$ cat src/rtl/crossbar_pkg.sv
// Shared types and the round-robin pick helper for the crossbar arbitration stage.
// rr_pick is pure combinational; callers register its result.
package crossbar_pkg;

  typedef enum logic {
    ARB_IDLE,
    ARB_BUSY
  } arb_state_t;

  localparam int RR_MAX = 32;

  typedef struct packed {
    logic       found;
    logic [7:0] idx;
  } rr_pick_t;

  // First set bit of req[n-1:0] searching upward from (last+1) mod n, with wrap.
  function automatic rr_pick_t rr_pick(input logic [RR_MAX-1:0] req, input int n, input int last);
    rr_pick_t r;
    int       idx;
    r = '0;
    for (int k = 1; k <= RR_MAX; k++) begin
      idx = last + k;
      if (idx >= n) idx = idx - n;
      if (k <= n && !r.found && idx < RR_MAX && req[idx[4:0]]) begin
        r.found = 1'b1;
        r.idx   = idx[7:0];
      end
    end
    return r;
  endfunction

endpackage

$ cat src/rtl/rr_output_arbiter.sv
// One output's round-robin arbiter: grants 1 cycle after a request, holds the grant
// until the granted master's last beat is accepted by the sink, then idles one cycle.
module rr_output_arbiter
  import crossbar_pkg::*;
#(
  parameter  int S_DATA_COUNT = 2,
  localparam int T_ID___WIDTH = $clog2(S_DATA_COUNT)
) (
  input  logic                    clk,
  input  logic                    rst,
  input  logic [S_DATA_COUNT-1:0] req,
  input  logic [S_DATA_COUNT-1:0] valid,
  input  logic [S_DATA_COUNT-1:0] last,
  input  logic                    ready,
  output logic [T_ID___WIDTH-1:0] grant,
  output logic                    busy
);

  arb_state_t              state_q, state_d;
  logic [T_ID___WIDTH-1:0] grant_q, grant_d;
  logic [T_ID___WIDTH-1:0] last_q, last_d;
  rr_pick_t                pick;
  logic                    pick_unused;
  logic                    release_pkt;

  assign pick        = rr_pick(RR_MAX'(req), S_DATA_COUNT, int'(last_q));
  assign pick_unused = ^pick.idx;
  assign release_pkt = valid[grant_q] && last[grant_q] && ready;

  always_comb begin
    state_d = state_q;
    grant_d = grant_q;
    last_d  = last_q;
    case (state_q)
      ARB_IDLE: begin
        if (pick.found) begin
          state_d = ARB_BUSY;
          grant_d = pick.idx[T_ID___WIDTH-1:0];
        end
      end
      ARB_BUSY: begin
        // Release always lands in IDLE, so back-to-back packets see one bubble.
        if (release_pkt) begin
          state_d = ARB_IDLE;
          last_d  = grant_q;
        end
      end
      default: state_d = ARB_IDLE;
    endcase
  end

  always_ff @(posedge clk) begin
    if (rst) begin
      state_q <= ARB_IDLE;
      grant_q <= '0;
      last_q  <= T_ID___WIDTH'(S_DATA_COUNT - 1);
    end else begin
      state_q <= state_d;
      grant_q <= grant_d;
      last_q  <= last_d;
    end
  end

  assign grant = grant_q;
  assign busy  = (state_q == ARB_BUSY);

endmodule

$ cat src/rtl/crossbar_arbiter_unit.sv
// Per-output arbitration for the stream crossbar: forms each output's request vector
// and runs one registered round-robin arbiter per output (request-to-grant 1 cycle).
module crossbar_arbiter_unit
  import crossbar_pkg::*;
#(
  parameter  int S_DATA_COUNT = 2,
  parameter  int M_DATA_COUNT = 3,
  localparam int T_ID___WIDTH = $clog2(S_DATA_COUNT),
  localparam int T_DEST_WIDTH = $clog2(M_DATA_COUNT)
) (
  input  logic                                 clk_i,
  input  logic                                 rst_i,
  input  logic [S_DATA_COUNT*T_DEST_WIDTH-1:0] s_dest_i,
  input  logic [S_DATA_COUNT-1:0]              s_valid_i,
  input  logic [S_DATA_COUNT-1:0]              s_last_i,
  input  logic [M_DATA_COUNT-1:0]              m_ready_i,
  output logic [M_DATA_COUNT*T_ID___WIDTH-1:0] grant_o,
  output logic [M_DATA_COUNT-1:0]              arbiter_ready_o
);

  for (genvar i = 0; i < M_DATA_COUNT; i++) begin : g_out
    logic [S_DATA_COUNT-1:0] req;

    always_comb begin
      req = '0;
      for (int j = 0; j < S_DATA_COUNT; j++) begin
        req[j] = s_valid_i[j] && (s_dest_i[j*T_DEST_WIDTH +: T_DEST_WIDTH] == T_DEST_WIDTH'(i));
      end
    end

    rr_output_arbiter #(
      .S_DATA_COUNT(S_DATA_COUNT)
    ) u_arb (
      .clk  (clk_i),
      .rst  (rst_i),
      .req  (req),
      .valid(s_valid_i),
      .last (s_last_i),
      .ready(m_ready_i[i]),
      .grant(grant_o[i*T_ID___WIDTH +: T_ID___WIDTH]),
      .busy (arbiter_ready_o[i])
    );
  end

endmodule

$ cat config.mk
export PLATFORM = sky130hd
export DESIGN_NAME = crossbar_arbiter_unit
export DESIGN_NICKNAME = d
export VERILOG_FILES = /design/src/rtl/crossbar_pkg.sv /design/src/rtl/rr_output_arbiter.sv /design/src/rtl/crossbar_arbiter_unit.sv
export SDC_FILE = /design/constraint.sdc
export NUM_CORES = 1
export LEC_CHECK = 0
export BUFFER_PORTS_ARGS = -buffer_cell sky130_fd_sc_hd__buf_2
export CAP_MARGIN = 20
export CORE_AREA = 4 4 41 43
export DETAILED_ROUTE_END_ITERATION = 10
export DIE_AREA = 0 0 45 47
export GPL_ROUTABILITY_DRIVEN = 0
export MAX_ROUTING_LAYER = met4
export REMOVE_ABC_BUFFERS = 1
export SLEW_MARGIN = 20
export SYNTH_ARGS = -nofsm -noshare
export SYNTH_HDL_FRONTEND = slang
export SYNTH_HIERARCHICAL = 1
export SYNTH_SLANG_ARGS = --single-unit
$ cat constraint.sdc
create_clock -name clk_i -period 1.3 [get_ports clk_i]
set_clock_uncertainty 0.15 [all_clocks]
set_input_delay 0.195 -clock clk_i [delete_from_list [all_inputs] [get_ports clk_i]]
set_output_delay 0.195 -clock clk_i [all_outputs]
set_load 0.02 [all_outputs]
==> summary.md <==
| Metric | Value |
|---|---|
| Status | `finished, final reports clean` |
| Commonest non-fill, non-tap cell in the layout | `buf_2` |
| Routed wire length | `1200 um` |
| Postcts setup bufs | `0` |
| Leading area contributor after synthesis | `dfxtp_1` |
| Placed cell area | `593 sq um` |
| Sequential fraction of the synthesis area | `38.4%` |
| Largest net degree at the start of global routing | `13` |
| Max VDD drop | `0.395 mV` |
| Router iterations before antenna repair | `4` |
| Slew margin rel. | `81.9%` |
| Initial antenna violation count | `0` |
| Slew Limit Fails | `0` |
| Routed wire per std cell | `12.1 um` |
| Mux share of post-synthesis cell area | `0%` |
| WP data arrival | `0.88 ns` |
| Compound-Gate Fraction of Synth Area | `17.6%` |
| Cts hold-fix bufs | `0` |
| Switch share | `28.3%` |
| Number of global-route vias before repair | `471` |
| CP required | `0.95 ns` |
| Die height | `47 um` |
| Final Hold Vio Count | `0` |
| Max-cap check violation count | `0` |
| Cells after Synth | `60` |
| Synth Area in Simple Gates | `41.6%` |
| Final Cell Area | `619 sq um` |
| Vias/cell | `5.28` |
| Yosys cell types | `13` |
| Die W | `45 um` |
| First-pass GRT wire length | `1910 um` |
| Ports | `19` |
| Part of the power in combinational logic | `18.4%` |
| Mean post-synth cell area | `7.82 sq um` |
| IO buf count | `18` |
| Clock transition at path regs | `0.06 ns` |
| Root Driver | `clkbuf_4` |
| Antenna-violating nets left | `0` |
| Worst Hold Class | `input pin to flop` |
| Total GRT Usage | `13.2%` |
| Cts bufs inserted | `3` |
| Post-Syn Area | `469 sq um` |
| Area growth, synth to finish | `32.0%` |
| Row count | `13` |
| Synth top area share | `38.4%` |
| Worst Setup Start Kind | `flop` |
| YS warnings | `6` |
| Pwr per Cell Area | `1030 mW/mm^2` |
| CP Class | `flop to output pin` |
| DRT iter0 DRCs | `20` |
| Maximum level of the CTS H-tree | `1` |
| Final worst path period share | `94.5%` |
| Pwr Total | `0.641 mW` |
| Power share of the clock group | `34.3%` |
| CTS tree | `done` |
| Vias | `523` |
| Post-CTS sizing | `0` |
| Share of cells above drive strength 1 | `29.8%` |
| RSZ-0062 raised after global routing | `false` |
| Setup total negative slack | `0 ns` |
| Synthesized flop and latch total | `9` |
| Die ar. | `0.00212 sq mm` |
| Final-report setup violation count | `0` |
| Flop pwr share | `47.3%` |
| Clock sinks | `9` |
| Least-Margin Pin Slew | `0.269 ns` |
| Max clock buf depth | `2` |
| Core area | `0.00130 sq mm` |
| Synth top area cells | `dfxtp_1, a21oi_1, and3b_1, nand2_1, nor3_1` |
| Layout Nets | `98` |
| Grt total ovfl | `0` |
| Leakage | `0.259 nW` |
| Ant diodes | `0` |
| Peak Freq | `814 MHz` |
| Min cycle time layout | `1.23 ns` |
| Remaining DRCs | `0` |
| XOR/XNOR share of the synthesized area | `0%` |
| Crit Path Max Fanout | `4` |
| DP HPWL | `928 um` |
| Worst-Skew Late Latency | `0.26 ns` |
| Sw Pwr | `0.182 mW` |
| Initial core utilization | `36.1%` |
| Int Pwr | `0.459 mW` |
| Synth Area in Adders | `0%` |
| Largest family of logic cells by synthesized area | `simple AND/OR/NAND/NOR gates` |
| Most frequent cells in the layout | `buf_2, nand2_1, a21oi_1, dfxtp_1, nor3_1` |
| Crit. End Element | `output pin` |
==> cell families after synthesis <==
| group | after synthesis |
|---|---|
| AND/OR/NAND/NOR | 33 |
| AO/OA/AOI/OAI | 15 |
| flip-flops | 9 |
| buffers and inverters | 3 |
==> layer usage <==
layer	share of wire (%)	global-route usage [%]	vias up	routed length (um)
met2	41	18.1	18	496
met4	0.83	8.77	0	10
met1	50	17.5	232	598
li1	-	-	271	-
met3	7.9	2.30	2	95
met5	0	-	-	0
==> area by class of cell <==
type	count	area, sq um
inverters	3	11.3
repair buffers	20	105
fillers	155	682
clock buffers	4	26.3
flip-flops and latches	9	180
multi-input cells	48	278
well taps	15	18.8
==> power by group through the flow <==
stage | Clock [mW] | Combinational, mW | Sequential (mW)
floorplan | 0 | 0.0455 | 0.324
global placement | 0 | 0.116 | 0.309
detailed placement | 0 | 0.118 | 0.309
CTS | 0.225 | 0.118 | 0.303
global route | 0.231 | 0.131 | 0.306
finish | 0.220 | 0.118 | 0.303
==> critical path, stage by stage (launching register included) <==
cell and delay (ns):
dfxtp_1 0.34, buf_4 0.13, buf_2 0.15
==> per-stage QoR <==
step	hold WS [ns]	worst slack [ns]	utilization, %	cells
global placement	0.354	0.140	45.6	95
finish	0.103	0.0716	47.6	99
floorplan	0.114	0.0431	-	60
CTS	0.104	0.0661	47.6	99
global route	0.148	0.0130	47.6	99
detailed placement	0.352	0.123	45.6	95
==> Yosys cell counts, drive strengths merged <==
master	count
nor4	3
nor3	6
nor2	3
nor3b	2
a211oi	3
o21ai	3
inv	3
nand2	9
nand3b	3
or3	3
a21oi	9
dfxtp	9
and3b	4
==> registers in the layout, summed over array words and instances, names as in the netlist <==
signal / cells
g_out.u_arb/grant: 3
g_out.u_arb/last_q: 3
g_out.u_arb/busy: 3
==> final timing paths <==
| check | start | endpoint | slack, ns | cells after the start |
|---|---|---|---|---|
| worst max-delay path | g_out[1].u_arb/grant | grant_o[1] | 0.07 | 2 |
| worst min register to register | g_out[2].u_arb/last_q | g_out[2].u_arb/last_q | 0.36 | 2 |
| worst min-delay path | s_dest_i[2] | g_out[0].u_arb/grant | 0.10 | 4 |
| worst max register to register | g_out[1].u_arb/busy | g_out[1].u_arb/last_q | 0.10 | 3 |
Note: power is estimated with default switching activity, not from simulation.
